File: config.mk
export PLATFORM = sky130hd
export DESIGN_NAME = div_rs_flat
export DESIGN_NICKNAME = d
export VERILOG_FILES = /design/src/rtl/div_rs_if.sv /design/src/rtl/div_rs.sv /design/src/flat_wrapper.sv
export SDC_FILE = /design/constraint.sdc
export NUM_CORES = 1
export LEC_CHECK = 0
export CORE_UTILIZATION = 63
export CTS_CLUSTER_DIAMETER = 30
export DETAILED_ROUTE_END_ITERATION = 10
export GPL_ROUTABILITY_DRIVEN = 0
export PLACE_DENSITY_LB_ADDON = 0.2
export SLEW_MARGIN = 10
export SYNTH_ARGS = -nofsm -noshare
export SYNTH_HDL_FRONTEND = slang
export SYNTH_SLANG_ARGS = --single-unit
export TNS_END_PERCENT = 5
File: constraint.sdc
create_clock -name clk -period 4.7 [get_ports clk]
set_input_delay 0.94 -clock clk [delete_from_list [all_inputs] [get_ports clk]]
set_output_delay 0.94 -clock clk [all_outputs]
set_load 0.03 [all_outputs]
File: src/rtl/div_rs_if.sv
`default_nettype none
// ============================================================================
// Module      : div_rs_if
// Description : Bundles the dispatch, CDB, divider-issue and status signals of
//               the divide reservation station.
//               slave  - seen by the station (div_rs)
//               master - seen by the environment (rename/dispatch, CDB,
//                        divider, writeback)
// Revision    : 1.0 - initial release
// ============================================================================
interface div_rs_if #(
    parameter int DEPTH = 4,
    parameter int TAG_W = 5,
    parameter int XLEN  = 32
);
    localparam int CW = $clog2(DEPTH + 1);

    logic             flush;
    // dispatch
    logic             disp_valid;
    logic             disp_ready;
    logic             disp_div;
    logic             disp_src1_rdy;
    logic [XLEN-1:0]  disp_src1_val;
    logic [TAG_W-1:0] disp_src1_tag;
    logic             disp_src2_rdy;
    logic [XLEN-1:0]  disp_src2_val;
    logic [TAG_W-1:0] disp_src2_tag;
    logic [TAG_W-1:0] disp_dest_tag;
    // common data bus
    logic             cdb_valid;
    logic [TAG_W-1:0] cdb_tag;
    logic [XLEN-1:0]  cdb_data;
    // divider issue
    logic             fu_ready;
    logic             fu_valid;
    logic             fu_div;
    logic [XLEN-1:0]  fu_dividend;
    logic [XLEN-1:0]  fu_divisor;
    // status
    logic [TAG_W-1:0] inflight_tag;
    logic             inflight_valid;
    logic [CW-1:0]    count;

    modport slave (
        input  flush, disp_valid, disp_div,
               disp_src1_rdy, disp_src1_val, disp_src1_tag,
               disp_src2_rdy, disp_src2_val, disp_src2_tag, disp_dest_tag,
               cdb_valid, cdb_tag, cdb_data, fu_ready,
        output disp_ready, fu_valid, fu_div, fu_dividend, fu_divisor,
               inflight_tag, inflight_valid, count
    );

    modport master (
        output flush, disp_valid, disp_div,
               disp_src1_rdy, disp_src1_val, disp_src1_tag,
               disp_src2_rdy, disp_src2_val, disp_src2_tag, disp_dest_tag,
               cdb_valid, cdb_tag, cdb_data, fu_ready,
        input  disp_ready, fu_valid, fu_div, fu_dividend, fu_divisor,
               inflight_tag, inflight_valid, count
    );
endinterface
`default_nettype wire

File: src/rtl/div_rs.sv
`default_nettype none
// ============================================================================
// Module      : div_rs
// Description : Reservation station in front of the integer divider.
//               Collapsing queue (entry 0 oldest); operands are captured from
//               the CDB; the oldest ready entry is issued over fu_valid /
//               fu_ready; the dest tag of the last issued op is held in
//               inflight_tag for writeback.
// Ports       : clk   - clock, rising edge
//               reset - asynchronous active-low reset
//               bus   - div_rs_if.slave (flush, dispatch, CDB, issue, status)
// Config      : DIV_RS_BYPASS_EN defined   - a dispatched source waiting on
//                                            a same-cycle CDB tag is written
//                                            ready with cdb_data.
//               DIV_RS_BYPASS_EN undefined - dispatch is stalled whenever
//                                            cdb_valid is high.
// Revision    : 1.0 - initial release
// ============================================================================
module div_rs #(
    parameter int DEPTH = 4,
    parameter int TAG_W = 5,
    parameter int XLEN  = 32
) (
    input  wire logic clk,
    input  wire logic reset,
    div_rs_if.slave   bus
);
    localparam int CW = $clog2(DEPTH + 1);
    localparam int SW = $clog2(DEPTH);

    // ---------------- entry storage ----------------
    logic             r_div    [DEPTH];
    logic             r_s1_rdy [DEPTH];
    logic [XLEN-1:0]  r_s1_val [DEPTH];
    logic [TAG_W-1:0] r_s1_tag [DEPTH];
    logic             r_s2_rdy [DEPTH];
    logic [XLEN-1:0]  r_s2_val [DEPTH];
    logic [TAG_W-1:0] r_s2_tag [DEPTH];
    logic [TAG_W-1:0] r_dest   [DEPTH];
    logic [CW-1:0]    r_count;
    logic [TAG_W-1:0] r_infl_tag;
    logic             r_infl_v;

    // entries after this cycle's CDB wakeup, in their old slots
    logic             w_wk_s1_rdy [DEPTH];
    logic [XLEN-1:0]  w_wk_s1_val [DEPTH];
    logic             w_wk_s2_rdy [DEPTH];
    logic [XLEN-1:0]  w_wk_s2_val [DEPTH];

    // next-state entries
    logic             w_n_div    [DEPTH];
    logic             w_n_s1_rdy [DEPTH];
    logic [XLEN-1:0]  w_n_s1_val [DEPTH];
    logic [TAG_W-1:0] w_n_s1_tag [DEPTH];
    logic             w_n_s2_rdy [DEPTH];
    logic [XLEN-1:0]  w_n_s2_val [DEPTH];
    logic [TAG_W-1:0] w_n_s2_tag [DEPTH];
    logic [TAG_W-1:0] w_n_dest   [DEPTH];

    logic             w_any;
    logic [SW-1:0]    w_sel;
    logic             w_issue;
    logic             w_space;
    logic             w_disp_ready;
    logic             w_disp;
    logic [CW-1:0]    w_wr_idx;
    logic [CW-1:0]    w_n_count;
    logic             w_new_s1_rdy;
    logic [XLEN-1:0]  w_new_s1_val;
    logic             w_new_s2_rdy;
    logic [XLEN-1:0]  w_new_s2_val;

    // Oldest ready entry. Uses registered readiness only, so an entry woken
    // by the CDB this cycle becomes issuable next cycle.
    always_comb begin
        w_any = 1'b0;
        w_sel = '0;
        for (int i = DEPTH - 1; i >= 0; i--) begin
            if ((i < int'(r_count)) && r_s1_rdy[i] && r_s2_rdy[i]) begin
                w_any = 1'b1;
                w_sel = SW'(i);
            end
        end
    end

    assign w_issue      = w_any & ~bus.flush & bus.fu_ready;
    assign w_space      = (r_count < CW'(DEPTH));
`ifdef DIV_RS_BYPASS_EN
    assign w_disp_ready = w_space | w_issue;
`else
    // A broadcast during dispatch could be missed between rename and the
    // station write, so dispatch simply waits it out.
    assign w_disp_ready = (w_space | w_issue) & ~bus.cdb_valid;
`endif
    assign w_disp       = bus.disp_valid & w_disp_ready & ~bus.flush;
    assign w_wr_idx     = w_issue ? (r_count - CW'(1)) : r_count;

    always_comb begin
        w_n_count = r_count;
        if (w_disp && !w_issue)      w_n_count = r_count + CW'(1);
        else if (!w_disp && w_issue) w_n_count = r_count - CW'(1);
    end

    // Source values for the incoming entry
    always_comb begin
        w_new_s1_rdy = bus.disp_src1_rdy;
        w_new_s1_val = bus.disp_src1_val;
        w_new_s2_rdy = bus.disp_src2_rdy;
        w_new_s2_val = bus.disp_src2_val;
`ifdef DIV_RS_BYPASS_EN
        if (bus.cdb_valid && !bus.disp_src1_rdy && (bus.disp_src1_tag == bus.cdb_tag)) begin
            w_new_s1_rdy = 1'b1;
            w_new_s1_val = bus.cdb_data;
        end
        if (bus.cdb_valid && !bus.disp_src2_rdy && (bus.disp_src2_tag == bus.cdb_tag)) begin
            w_new_s2_rdy = 1'b1;
            w_new_s2_val = bus.cdb_data;
        end
`endif
    end

    // CDB wakeup; both sources of an entry may match the same broadcast
    always_comb begin
        for (int i = 0; i < DEPTH; i++) begin
            w_wk_s1_rdy[i] = r_s1_rdy[i];
            w_wk_s1_val[i] = r_s1_val[i];
            w_wk_s2_rdy[i] = r_s2_rdy[i];
            w_wk_s2_val[i] = r_s2_val[i];
            if (bus.cdb_valid && !r_s1_rdy[i] && (r_s1_tag[i] == bus.cdb_tag)) begin
                w_wk_s1_rdy[i] = 1'b1;
                w_wk_s1_val[i] = bus.cdb_data;
            end
            if (bus.cdb_valid && !r_s2_rdy[i] && (r_s2_tag[i] == bus.cdb_tag)) begin
                w_wk_s2_rdy[i] = 1'b1;
                w_wk_s2_val[i] = bus.cdb_data;
            end
        end
    end

    // Collapse: slots at or above the issued one take the (woken) contents
    // of the slot above; the dispatch lands on the first free slot after
    // the collapse.
    always_comb begin
        for (int j = 0; j < DEPTH; j++) begin
            int k;
            k = j;
            if (w_issue && (j >= int'(w_sel)) && (j < DEPTH - 1)) k = j + 1;
            w_n_div[j]    = r_div[k];
            w_n_s1_rdy[j] = w_wk_s1_rdy[k];
            w_n_s1_val[j] = w_wk_s1_val[k];
            w_n_s1_tag[j] = r_s1_tag[k];
            w_n_s2_rdy[j] = w_wk_s2_rdy[k];
            w_n_s2_val[j] = w_wk_s2_val[k];
            w_n_s2_tag[j] = r_s2_tag[k];
            w_n_dest[j]   = r_dest[k];
            if (w_disp && (j == int'(w_wr_idx))) begin
                w_n_div[j]    = bus.disp_div;
                w_n_s1_rdy[j] = w_new_s1_rdy;
                w_n_s1_val[j] = w_new_s1_val;
                w_n_s1_tag[j] = bus.disp_src1_tag;
                w_n_s2_rdy[j] = w_new_s2_rdy;
                w_n_s2_val[j] = w_new_s2_val;
                w_n_s2_tag[j] = bus.disp_src2_tag;
                w_n_dest[j]   = bus.disp_dest_tag;
            end
        end
    end

    always_ff @(posedge clk or negedge reset) begin
        if (!reset) begin
            r_count    <= '0;
            r_infl_tag <= '0;
            r_infl_v   <= 1'b0;
            for (int j = 0; j < DEPTH; j++) begin
                r_div[j]    <= 1'b0;
                r_s1_rdy[j] <= 1'b0;
                r_s1_val[j] <= '0;
                r_s1_tag[j] <= '0;
                r_s2_rdy[j] <= 1'b0;
                r_s2_val[j] <= '0;
                r_s2_tag[j] <= '0;
                r_dest[j]   <= '0;
            end
        end else begin
            // Validity is carried by r_count alone, so slot contents may be
            // updated unconditionally (also under flush).
            for (int j = 0; j < DEPTH; j++) begin
                r_div[j]    <= w_n_div[j];
                r_s1_rdy[j] <= w_n_s1_rdy[j];
                r_s1_val[j] <= w_n_s1_val[j];
                r_s1_tag[j] <= w_n_s1_tag[j];
                r_s2_rdy[j] <= w_n_s2_rdy[j];
                r_s2_val[j] <= w_n_s2_val[j];
                r_s2_tag[j] <= w_n_s2_tag[j];
                r_dest[j]   <= w_n_dest[j];
            end
            if (bus.flush) begin
                r_count  <= '0;
                r_infl_v <= 1'b0;
            end else begin
                r_count <= w_n_count;
                if (w_issue) begin
                    r_infl_tag <= r_dest[w_sel];
                    r_infl_v   <= 1'b1;
                end else if (bus.fu_ready) begin
                    // divider idle with nothing new: previous op has retired
                    r_infl_v <= 1'b0;
                end
            end
        end
    end

    assign bus.disp_ready     = w_disp_ready;
    assign bus.fu_valid       = w_any & ~bus.flush;
    assign bus.fu_div         = r_div[w_sel];
    assign bus.fu_dividend    = r_s1_val[w_sel];
    assign bus.fu_divisor     = r_s2_val[w_sel];
    assign bus.inflight_tag   = r_infl_tag;
    assign bus.inflight_valid = r_infl_v;
    assign bus.count          = r_count;
endmodule
`default_nettype wire
File: src/flat_wrapper.sv
// flat-port wrapper written by rule: the top's interface ports become plain ports
module div_rs_flat 
#(
    parameter int DEPTH = 4,
    parameter int TAG_W = 5,
    parameter int XLEN  = 32
)
  (clk, reset, bus_flush, bus_disp_valid, bus_disp_div, bus_disp_src1_rdy, bus_disp_src1_val, bus_disp_src1_tag, bus_disp_src2_rdy, bus_disp_src2_val, bus_disp_src2_tag, bus_disp_dest_tag, bus_cdb_valid, bus_cdb_tag, bus_cdb_data, bus_fu_ready, bus_disp_ready, bus_fu_valid, bus_fu_div, bus_fu_dividend, bus_fu_divisor, bus_inflight_tag, bus_inflight_valid, bus_count);
  div_rs_if #(.DEPTH(DEPTH), .TAG_W(TAG_W), .XLEN(XLEN)) bus_i ();
  input  wire logic clk;
  input  wire logic reset;
  input wire logic [$bits(bus_i.flush)-1:0] bus_flush;
  input wire logic [$bits(bus_i.disp_valid)-1:0] bus_disp_valid;
  input wire logic [$bits(bus_i.disp_div)-1:0] bus_disp_div;
  input wire logic [$bits(bus_i.disp_src1_rdy)-1:0] bus_disp_src1_rdy;
  input wire logic [$bits(bus_i.disp_src1_val)-1:0] bus_disp_src1_val;
  input wire logic [$bits(bus_i.disp_src1_tag)-1:0] bus_disp_src1_tag;
  input wire logic [$bits(bus_i.disp_src2_rdy)-1:0] bus_disp_src2_rdy;
  input wire logic [$bits(bus_i.disp_src2_val)-1:0] bus_disp_src2_val;
  input wire logic [$bits(bus_i.disp_src2_tag)-1:0] bus_disp_src2_tag;
  input wire logic [$bits(bus_i.disp_dest_tag)-1:0] bus_disp_dest_tag;
  input wire logic [$bits(bus_i.cdb_valid)-1:0] bus_cdb_valid;
  input wire logic [$bits(bus_i.cdb_tag)-1:0] bus_cdb_tag;
  input wire logic [$bits(bus_i.cdb_data)-1:0] bus_cdb_data;
  input wire logic [$bits(bus_i.fu_ready)-1:0] bus_fu_ready;
  output wire logic [$bits(bus_i.disp_ready)-1:0] bus_disp_ready;
  output wire logic [$bits(bus_i.fu_valid)-1:0] bus_fu_valid;
  output wire logic [$bits(bus_i.fu_div)-1:0] bus_fu_div;
  output wire logic [$bits(bus_i.fu_dividend)-1:0] bus_fu_dividend;
  output wire logic [$bits(bus_i.fu_divisor)-1:0] bus_fu_divisor;
  output wire logic [$bits(bus_i.inflight_tag)-1:0] bus_inflight_tag;
  output wire logic [$bits(bus_i.inflight_valid)-1:0] bus_inflight_valid;
  output wire logic [$bits(bus_i.count)-1:0] bus_count;
  assign bus_i.flush = bus_flush;
  assign bus_i.disp_valid = bus_disp_valid;
  assign bus_i.disp_div = bus_disp_div;
  assign bus_i.disp_src1_rdy = bus_disp_src1_rdy;
  assign bus_i.disp_src1_val = bus_disp_src1_val;
  assign bus_i.disp_src1_tag = bus_disp_src1_tag;
  assign bus_i.disp_src2_rdy = bus_disp_src2_rdy;
  assign bus_i.disp_src2_val = bus_disp_src2_val;
  assign bus_i.disp_src2_tag = bus_disp_src2_tag;
  assign bus_i.disp_dest_tag = bus_disp_dest_tag;
  assign bus_i.cdb_valid = bus_cdb_valid;
  assign bus_i.cdb_tag = bus_cdb_tag;
  assign bus_i.cdb_data = bus_cdb_data;
  assign bus_i.fu_ready = bus_fu_ready;
  assign bus_disp_ready = bus_i.disp_ready;
  assign bus_fu_valid = bus_i.fu_valid;
  assign bus_fu_div = bus_i.fu_div;
  assign bus_fu_dividend = bus_i.fu_dividend;
  assign bus_fu_divisor = bus_i.fu_divisor;
  assign bus_inflight_tag = bus_i.inflight_tag;
  assign bus_inflight_valid = bus_i.inflight_valid;
  assign bus_count = bus_i.count;
  div_rs #(.DEPTH(DEPTH), .TAG_W(TAG_W), .XLEN(XLEN)) u_core (.clk(clk), .reset(reset), .bus(bus_i));
endmodule
==> reports/qor.csv, run 1 <==
stage,metric,value,unit
sta,final_period_minus_worst_setup_slack,4.66,ns
yosys,async_flop_share,1.00,
critical_path,crit_fanout,87,
die,dieArea,33100,µm²
clock_network,clock_path_buffers,3,
drt,detail_route.first_pass.iterations,7,
critical_path,endpoint_kind,primary output,
clock_network,number_of_setup_buffers_added_after_cts,0,
sta,setup-violations-final,0,
place,io_buffers,200,
pwr,pwr-share-clk,0.359,
sta,worst_hold_slack_across_all_endpoints,0.433,ns
yosys,synth_seq_area_share,0.414,
sta,final-max-slew-violation-count,0,
sta,fmax,0.215,GHz
outcome,status,completed,
place,dp_hpwl,37500,µm
yosys,synth_area,20400,µm²
finish,antennaDiodeCount,0,
drt,antenna_left,0,
pwr,share_seq_of_total_power,0.300,
clock_network,clk_pin_slew,0.04,ns
yosys,syn-mean-instance-area,10.3,µm²
grt,grt_pass1_wl,107000,µm
yosys,syn-num-nets,2102,
critical_path,worstSetupStartpoint,u_core.bus.count[1],
die,core_area,31700,µm²
critical_path,data_required_critical_path,3.76,ns
clock_network,numCtsBuffers,83,
critical_path,critical_path_buf_inv_count,3,
drt,initialDrtViolationCount,2211,
place,dp_slack,0.664,ns
sta,max_slew_margin,0.182,
pwr,vdd_drop_max,0.355,mV
finish,most_common_library_cell_in_the_layout_ignoring_fill_and_taps,sky130_fd_sc_hd__dfrtp_1,
clock_network,clock-root-buffer,sky130_fd_sc_hd__clkbuf_16,
die,io_pins,201,
clock_network,cts.hold.buffers_added,0,
clock_network,cts.sink_count,337,
grt,gr-total-overflow,0,
critical_path,worst-r2r-cell-count,9,
clock_network,post_cts_resized,0,
finish,final_core_util,0.816,
critical_path,timing.critical_path.max_delay_family,buffers and inverters,
die,initial_utilization,0.643,
pwr,cell_internal_pwr,11.6,mW
grt,grt.total_usage,0.414,
sta,fin_ws,0.0411,ns
sta,final-hold-violation-count,0,
sta,setup_repair_after_global_routing_missed_its_margin,yes,
clock_network,clock_insertion_delay_worst_skew,0.60,ns
critical_path,regToRegStartpoint,u_core.bus.count[1],
clock_network,h-tree-depth,3,
sta,setup-tns-final,0,ns
yosys,post_synthesis_instance_total,1974,
yosys,synth_enable_flop_cells,0,
sta,worstMarginPinSlew,1.22,ns
pwr,power.share.switching,0.340,
finish,layout-drive-gt1-share,0.195,
critical_path,cp.arrival,3.72,ns
finish,area_delta_synth_final,26.9,%
pwr,comb_power_share,0.342,
die,die_height,182,µm
finish,final.fill_count,1871,
critical_path,cp-start-kind,register,
yosys,dominantRegCellSynth,sky130_fd_sc_hd__dfrtp_1,
sta,fin_worst_skew,0.0306,ns
finish,layout.nets,2231,
drt,via_to_cell_ratio,7.13,
critical_path,cp_max_delay_cell,sky130_fd_sc_hd__clkdlybuf4s50_1,
die,placement_rows,65,
finish,most-common-layout-cells,"337 x sky130_fd_sc_hd__dfrtp_1, 300 x sky130_fd_sc_hd__mux2i_1, 191 x sky130_fd_sc_hd__clkdlybuf4s50_1",
critical_path,max_stage_delay,0.74,ns
grt,grt_pass1_vias,19200,
yosys,synthesis.yosys.warnings,0,
drt,detailroute.via_count,18300,
drt,route.detailed.drc,0,
pwr,power_density,678,nW/µm²
hold_path,hold_path.class,in -> async,
critical_path,crit_path_cell_trace,inv_1 -> ha_1 -> nor2b_1 -> o21a_1 -> o22ai_4 -> buf_12 -> and2_1 -> a211oi_1 -> a31oi_1 -> clkdlybuf4s50_1,
pwr,p_leak,11.3,nW
yosys,synth.distinct_cells,57,
die,die_w,182,µm
critical_path,ff2ff_setup_slack,1.08,ns
drt,drt-total-wl,68200,µm
grt,grt_start_max_net_pins,120,
clock_network,tritoncts,done,
critical_path,crit_type,reg -> out,
sta,fin_crit_sh,0.991,
pwr,switchingPower,5.97,mW
yosys,ys_ff_latch,337,
flow_run,cap_violations,0,
grt,initial_antenna_violation_count,0,
pwr,total_power,17.6,mW
critical_path,r2r_end,u_core.r_s1_val[51],
drt,detail_route.wl_per_cell,26.5,µm
-- cells in the mapped netlist (all sizes together) (66+ instances only) --
cell / number / area share
dfrtp: 337 / 0.41
mux2i: 304 / 0.15
nand2: 174 / 0.032
clkbuf: 140 / 0.026
mux2: 140 / 0.079
o221ai: 129 / 0.055
buf: 70 / 0.021
inv: 69 / 0.013
a211oi: 68 / 0.025
or3: 68 / 0.021
a31oi: 67 / 0.021
and2: 66 / 0.020
-- through the flow --
step	instance area [µm²]	cells
final	25900	2572
after global placement	22800	2420
after global routing	25900	2572
after floorplan	20400	1974
after CTS	25900	2572
after detailed placement	22800	2420
-- logic make-up (layout without fill, tap and decap cells) --
kind of cell,after synthesis,in the layout,synth area share
flip-flops,337,337,0.414
multiplexers,444,444,0.228
AO/OA/AOI/OAI,403,403,0.157
AND/OR/NAND/NOR,466,466,0.121
buffers and inverters,279,475,0.0600
XOR/XNOR,42,42,0.0180
adder cells (fa/ha/maj),3,3,0.00184
-- metal layers --
metal,GRT usage,vias to the layer above,share of wire
li1,-,7601,-
met4,0.250,0,0.049
met2,0.659,1322,0.48
met5,0,-,0
met1,0.520,9130,0.38
met3,0.0895,284,0.098
-- sequential cells by signal, indices dropped and copies added (netlist names) --
signal	count
u_core.bus.count	3
u_core.r_s2_tag	20
u_core.bus.inflight_tag	5
u_core.r_dest	20
u_core.r_s2_val	128
u_core.r_s1_tag	20
u_core.bus.inflight_valid	1
u_core.r_s1_val	128
u_core.r_s2_rdy	4
u_core.r_div	4
u_core.r_s1_rdy	4
-- power groups by stage --
| stage | registers, mW | logic [mW] | clock network [mW] |
|---|---|---|---|
| after detailed placement | 5.17 | 5.78 | 0 |
| after floorplan | 4.89 | 4.09 | 0 |
| final | 5.26 | 6.00 | 6.30 |
| after global placement | 5.10 | 5.52 | 0 |
| after CTS | 5.19 | 5.92 | 6.31 |
| after global routing | 5.36 | 6.40 | 6.48 |
-- worst max-delay path by stage --
stage                          endpoint  slack (ns)  depth (start not counted)
finish              bus_fu_dividend[22]        0.04                         10
global route        bus_fu_dividend[22]       -0.11                         10
CTS                  bus_fu_divisor[27]        0.01                          9
detailed placement   bus_fu_divisor[27]        0.66                         10
global placement     bus_fu_divisor[30]        0.78                         10
floorplan            bus_fu_dividend[0]        0.91                          9
-- final cells by class --
class                           count  area (µm²)  share of cell area
Tap cell                          402         503              0.0194
Multi-Input combinational cell   1358       10900               0.422
Clock buffer                      107        2330              0.0901
Clock inverter                     45         748              0.0289
Inverter                           69         259              0.0100
Timing Repair Buffer              254        2670               0.103
Sequential cell                   337        8430               0.326
Power figures use the tool's default switching activity.
==> run 2: changes to the inputs <==
MAX_ROUTING_LAYER = met4   (was unset)
==> run 2 against run 1 <==
Register-to-register slack worse by 0.07 ns. Routed wire length shrank 0.22%. Highest routed layer unchanged. Sequential share of layout area hardly changed. Design area hardly changed.
==> reports/qor.csv, run 2 (same netlist as run 1, synthesis figures left out) <==
stage,metric,value,unit
outcome,status,completed,
sta,setup-violations-final,0,
sta,final-max-slew-violation-count,0,
clock_network,tritoncts,done,
place,dp_hpwl,37500,µm
sta,worstMarginPinSlew,1.17,ns
critical_path,cp-start-kind,register,
drt,detail_route.first_pass.iterations,6,
critical_path,worst-r2r-cell-count,9,
die,core_area,31700,µm²
critical_path,data_required_critical_path,3.76,ns
die,die_w,182,µm
sta,fmax,0.215,GHz
grt,grt_start_max_net_pins,120,
finish,most-common-layout-cells,"337 x sky130_fd_sc_hd__dfrtp_1, 300 x sky130_fd_sc_hd__mux2i_1, 187 x sky130_fd_sc_hd__clkdlybuf4s50_1",
sta,final_period_minus_worst_setup_slack,4.64,ns
grt,grt_pass1_vias,19300,
clock_network,clock_path_buffers,3,
sta,fin_crit_sh,0.987,
critical_path,endpoint_kind,primary output,
critical_path,crit_type,reg -> out,
drt,antenna_left,0,
clock_network,number_of_setup_buffers_added_after_cts,0,
critical_path,ff2ff_setup_slack,1.01,ns
finish,most_common_library_cell_in_the_layout_ignoring_fill_and_taps,sky130_fd_sc_hd__dfrtp_1,
clock_network,h-tree-depth,3,
hold_path,hold_path.class,in -> async,
sta,setup_repair_after_global_routing_missed_its_margin,yes,
drt,initialDrtViolationCount,2187,
grt,grt_pass1_wl,107000,µm
pwr,power_density,677,nW/µm²
grt,initial_antenna_violation_count,0,
finish,final_cells,2572,
critical_path,cp.arrival,3.70,ns
clock_network,clk_pin_slew,0.04,ns
critical_path,r2r_end,u_core.r_s1_val[92],
pwr,vdd_drop_max,0.355,mV
drt,route.detailed.drc,0,
drt,detailroute.via_count,18300,
drt,detail_route.wl_per_cell,26.5,µm
sta,fin_worst_skew,0.0278,ns
die,placement_rows,65,
clock_network,numCtsBuffers,83,
grt,grt.total_usage,0.427,
flow_run,cap_violations,0,
sta,max_slew_margin,0.220,
clock_network,clock-root-buffer,sky130_fd_sc_hd__clkbuf_16,
finish,layout.nets,2231,
pwr,total_power,17.5,mW
critical_path,crit_fanout,78,
grt,gr-total-overflow,0,
place,numPlacedInstances,2420,
die,dieArea,33100,µm²
clock_network,clock_insertion_delay_worst_skew,0.60,ns
finish,layout_top_registers,"u_core.r_s1_val: 128 flops, u_core.r_s2_val: 128 flops",
drt,via_to_cell_ratio,7.12,
die,io_pins,201,
clock_network,cts.hold.buffers_added,0,
finish,antennaDiodeCount,0,
critical_path,regToRegStartpoint,u_core.bus.count[1],
finish,final_core_util,0.816,
die,die_height,182,µm
place,io_buffers,200,
pwr,p_leak,11.4,nW
finish,area_delta_synth_final,27.0,%
die,initial_utilization,0.643,
sta,final-hold-violation-count,0,
finish,layout-drive-gt1-share,0.194,
drt,drt-total-wl,68100,µm
clock_network,cts.sink_count,337,
[run 2: cell types whose count changed in the layout (fill, tap and decap cells not counted)]
cell	before	now
sky130_fd_sc_hd__o21ai_1	0	1
sky130_fd_sc_hd__dlymetal6s2s_1	6	10
sky130_fd_sc_hd__o21ai_2	1	0
sky130_fd_sc_hd__clkdlybuf4s50_1	191	187
[run 2: critical path: stages (launching register included)]
cell,delay (ns)
sky130_fd_sc_hd__dfrtp_1,0.47
sky130_fd_sc_hd__inv_1,0.17
sky130_fd_sc_hd__ha_1,0.17
sky130_fd_sc_hd__nor2b_1,0.23
sky130_fd_sc_hd__o21ai_1,0.25
sky130_fd_sc_hd__a21oi_4,0.29
sky130_fd_sc_hd__buf_12,0.36
sky130_fd_sc_hd__a211oi_1,0.15
sky130_fd_sc_hd__a31oi_1,0.25
sky130_fd_sc_hd__clkdlybuf4s50_1,0.72
[run 2: how the worst max path moves through the flow]
stage               slack, ns             endpoint                 from  cells after the start
detailed placement       0.66   bus_fu_divisor[27]  u_core.bus.count[1]                     10
global placement         0.78   bus_fu_divisor[30]  u_core.bus.count[1]                     10
floorplan                0.91   bus_fu_dividend[0]  u_core.bus.count[1]                      9
finish                   0.06  bus_fu_dividend[17]  u_core.bus.count[1]                      9
CTS                      0.01   bus_fu_divisor[27]  u_core.bus.count[1]                      9
global route             -0.1  bus_fu_dividend[16]  u_core.bus.count[1]                     10
[run 2: metal layers]
layer  vias to the layer above  share of wire  GRT usage
met5                         -              0          -
met4                         0          0.055      0.255
met3                       342          0.094     0.0903
met2                      1313           0.47      0.658
met1                      9068           0.38      0.517
li1                       7602              -          -
[run 2: power by group]
group	switching, mW	total [mW]	internal (mW)
Combinational	3.07	5.98	2.92
Sequential	1.06	5.27	4.20
Clock	1.82	6.29	4.47
Total	5.95	17.5	11.6
[run 2: timing repair]
| item | 4_1_cts | 5_1_grt |
|---|---|---|
| endpoints found under the hold margin | 0 | 0 |
| setup endpoints to repair | 0 | 40 |
| gates resized for setup | 0 | 10 |
[run 2: layout make-up]
type | count | area [µm²]
fillers | 1871 | 5830
multi-input cells | 1358 | 10900
well taps | 402 | 503
clock inverters | 45 | 748
flip-flops and latches | 337 | 8430
inverters | 69 | 259
repair buffers | 254 | 2680
clock buffers | 107 | 2330
[run 2: through the flow]
stage	instance area [µm²]	hold slack (ns)	setup WS [ns]	TNS [ns]
final	25900	0.411	0.0594	0
after global routing	25900	0.483	-0.0996	-1.31
after CTS	25900	0.475	0.0120	0
after detailed placement	22800	0.478	0.664	0
after global placement	22800	0.468	0.778	0
after floorplan	20400	0.483	0.907	0
==> run 3: changes to the inputs <==
CTS_CLUSTER_SIZE = 20   (was unset)
PLACE_DENSITY = 0.91   (was unset)
PLACE_DENSITY_LB_ADDON = unset   (was 0.2)
==> run 3 against run 2 <==
The flow now finishes with violations (negative setup slack). Core utilization decreased by 1.4 points. Global-route usage increased by 1.6 points. Final cell count decreased by 0.51%. Combinational power increased by 1%. Sequential cell count unchanged. Critical path type unchanged. Sequential power about the same. Largest cell class unchanged. Sequential share of layout area increased by 0.57 points. Clock-buffer cell count decreased by 11.
==> reports/qor.csv, run 3 (same netlist as run 1, synthesis figures left out) <==
stage,metric,value,unit
finish,layout-drive-gt1-share,0.190,
sta,setup-violations-final,14,
drt,drt-total-wl,71900,µm
finish,most-common-layout-cells,"336 x sky130_fd_sc_hd__dfrtp_1, 300 x sky130_fd_sc_hd__mux2i_1, 175 x sky130_fd_sc_hd__clkdlybuf4s50_1",
grt,grt.total_usage,0.442,
sta,fin_crit_sh,1.02,
clock_network,numCtsBuffers,74,
clock_network,h-tree-depth,3,
finish,layout_top_registers,"u_core.r_s1_val: 128 flops, u_core.r_s2_val: 128 flops",
sta,final-max-slew-violation-count,0,
sta,setup_repair_after_global_routing_missed_its_margin,yes,
outcome,violations_in_the_final_reports,negative setup slack,
critical_path,data_required_critical_path,3.76,ns
die,initial_utilization,0.643,
drt,detail_route.first_pass.iterations,7,
critical_path,crit_type,reg -> out,
clock_network,clk_pin_slew,0.05,ns
clock_network,tritoncts,done,
sta,worstMarginPinSlew,1.29,ns
grt,grt_pass1_vias,20100,
grt,grt_pass1_wl,111000,µm
place,dp_hpwl,38400,µm
pwr,power_density,665,nW/µm²
sta,fin_ws,-0.0996,ns
clock_network,number_of_setup_buffers_added_after_cts,0,
sta,final-hold-violation-count,0,
critical_path,crit_fanout,79,
grt,gr-total-overflow,0,
finish,final_core_util,0.802,
clock_network,clock-root-buffer,sky130_fd_sc_hd__clkbuf_16,
clock_network,clock_insertion_delay_worst_skew,0.59,ns
drt,route.detailed.drc,0,
drt,via_to_cell_ratio,7.49,
pwr,vdd_drop_max,0.423,mV
critical_path,cp.arrival,3.86,ns
sta,final_period_minus_worst_setup_slack,4.80,ns
place,io_buffers,200,
clock_network,cts.hold.buffers_added,0,
clock_network,cts.sink_count,337,
grt,initial_antenna_violation_count,1,
flow_run,cap_violations,0,
drt,antenna_left,0,
die,core_area,31700,µm²
sta,fmax,0.208,GHz
clock_network,clock_path_buffers,3,
critical_path,endpoint_kind,primary output,
sta,max_slew_margin,0.123,
die,die_w,182,µm
sta,worst_hold_slack_across_all_endpoints,0.377,ns
finish,area_delta_synth_final,24.8,%
hold_path,hold_path.class,in -> async,
outcome,status,"finished, violations left",
critical_path,cp-start-kind,register,
drt,detailroute.via_count,19200,
sta,fin_worst_skew,0.0308,ns
drt,initialDrtViolationCount,2615,
pwr,p_leak,11.2,nW
finish,most_common_library_cell_in_the_layout_ignoring_fill_and_taps,sky130_fd_sc_hd__dfrtp_1,
die,placement_rows,65,
drt,detail_route.wl_per_cell,28.1,µm
grt,grt_start_max_net_pins,101,
die,dieArea,33100,µm²
die,die_height,182,µm
finish,layout.nets,2227,
die,io_pins,201,
==> run 3: cell count changes in the layout (fill, tap and decap cells not counted), moves of 5 or more <==
cell                              change
sky130_fd_sc_hd__dlygate4sd2_1       +16
sky130_fd_sc_hd__clkdlybuf4s50_1     -12
sky130_fd_sc_hd__clkbuf_16           -10
sky130_fd_sc_hd__buf_12               -5
sky130_fd_sc_hd__buf_4                +5
==> run 3: path summary, 6_finish.rpt <==
| kind | start | slack, ns | cells after the start | endpoint |
|---|---|---|---|---|
| setup / recovery | u_core.bus.count[1] | -0.1 | 10 | bus_fu_dividend[19] |
| hold / removal | reset | 0.38 | 1 | u_core.r_s1_val[57] |
| setup reg to reg | u_core.bus.count[1] | 0.80 | 9 | u_core.r_s1_val[44] |
| hold reg to reg | u_core.bus.inflight_tag[3] | 0.48 | 1 | u_core.bus.inflight_tag[3] |
| max in group asynchronous | reset | 3.30 | 2 | u_core.r_s2_val[120] |
| min in group clk | u_core.bus.inflight_tag[3] | 0.48 | 1 | u_core.bus.inflight_tag[3] |
==> run 3: per-layer routing <==
metal	vias up	track usage	routed length, µm
met2	1801	0.669	32800
met3	524	0.122	8930
met4	0	0.297	4930
li1	7572	-	-
met5	-	-	0
met1	9278	0.516	25300
==> run 3: layout make-up <==
class	count	area (µm²)
Timing Repair Buffer	259	2660
Multi-Input combinational cell	1358	10900
Sequential cell	337	8430
Tap cell	402	503
Clock inverter	37	594
Antenna cell	1	2.50
Fill cell	1670	6270
Inverter	69	259
Clock buffer	96	2050
==> run 3: per-stage QoR <==
stage	setup TNS, ns	power, mW	setup WS (ns)	cell area, µm²	std cells
2_1_floorplan	0	8.98	0.907	20400	1974
3_3_place_gp	0	10.6	0.563	22800	2424
3_5_place_dp	0	10.9	0.476	22800	2424
4_1_cts	0	16.7	0.00390	25400	2557
5_1_grt	-1.92	17.5	-0.134	25400	2559
6_report	-0.603	16.9	-0.0996	25400	2559
==> run 3: timing repair <==
item,in CTS,in global routing
gates resized for setup,17,12
setup endpoints to repair,21,52
hold endpoints to repair,0,0
gates cloned,0,1
==> run 3: power by group <==
part	switching (mW)	internal, mW	total (mW)
combinational	3.22	2.85	6.06
clock	1.73	3.83	5.56
sequential	1.10	4.20	5.30
==> run 3: critical path, stage by stage, from the launching register on <==
cell	delay (ns)
sky130_fd_sc_hd__dfrtp_1	0.56
sky130_fd_sc_hd__inv_1	0.17
sky130_fd_sc_hd__ha_1	0.23
sky130_fd_sc_hd__nor2b_1	0.17
sky130_fd_sc_hd__o21a_1	0.28
sky130_fd_sc_hd__o22ai_4	0.25
sky130_fd_sc_hd__buf_12	0.37
sky130_fd_sc_hd__and2_1	0.20
sky130_fd_sc_hd__a211oi_1	0.07
sky130_fd_sc_hd__a31oi_1	0.25
sky130_fd_sc_hd__clkdlybuf4s50_1	0.72
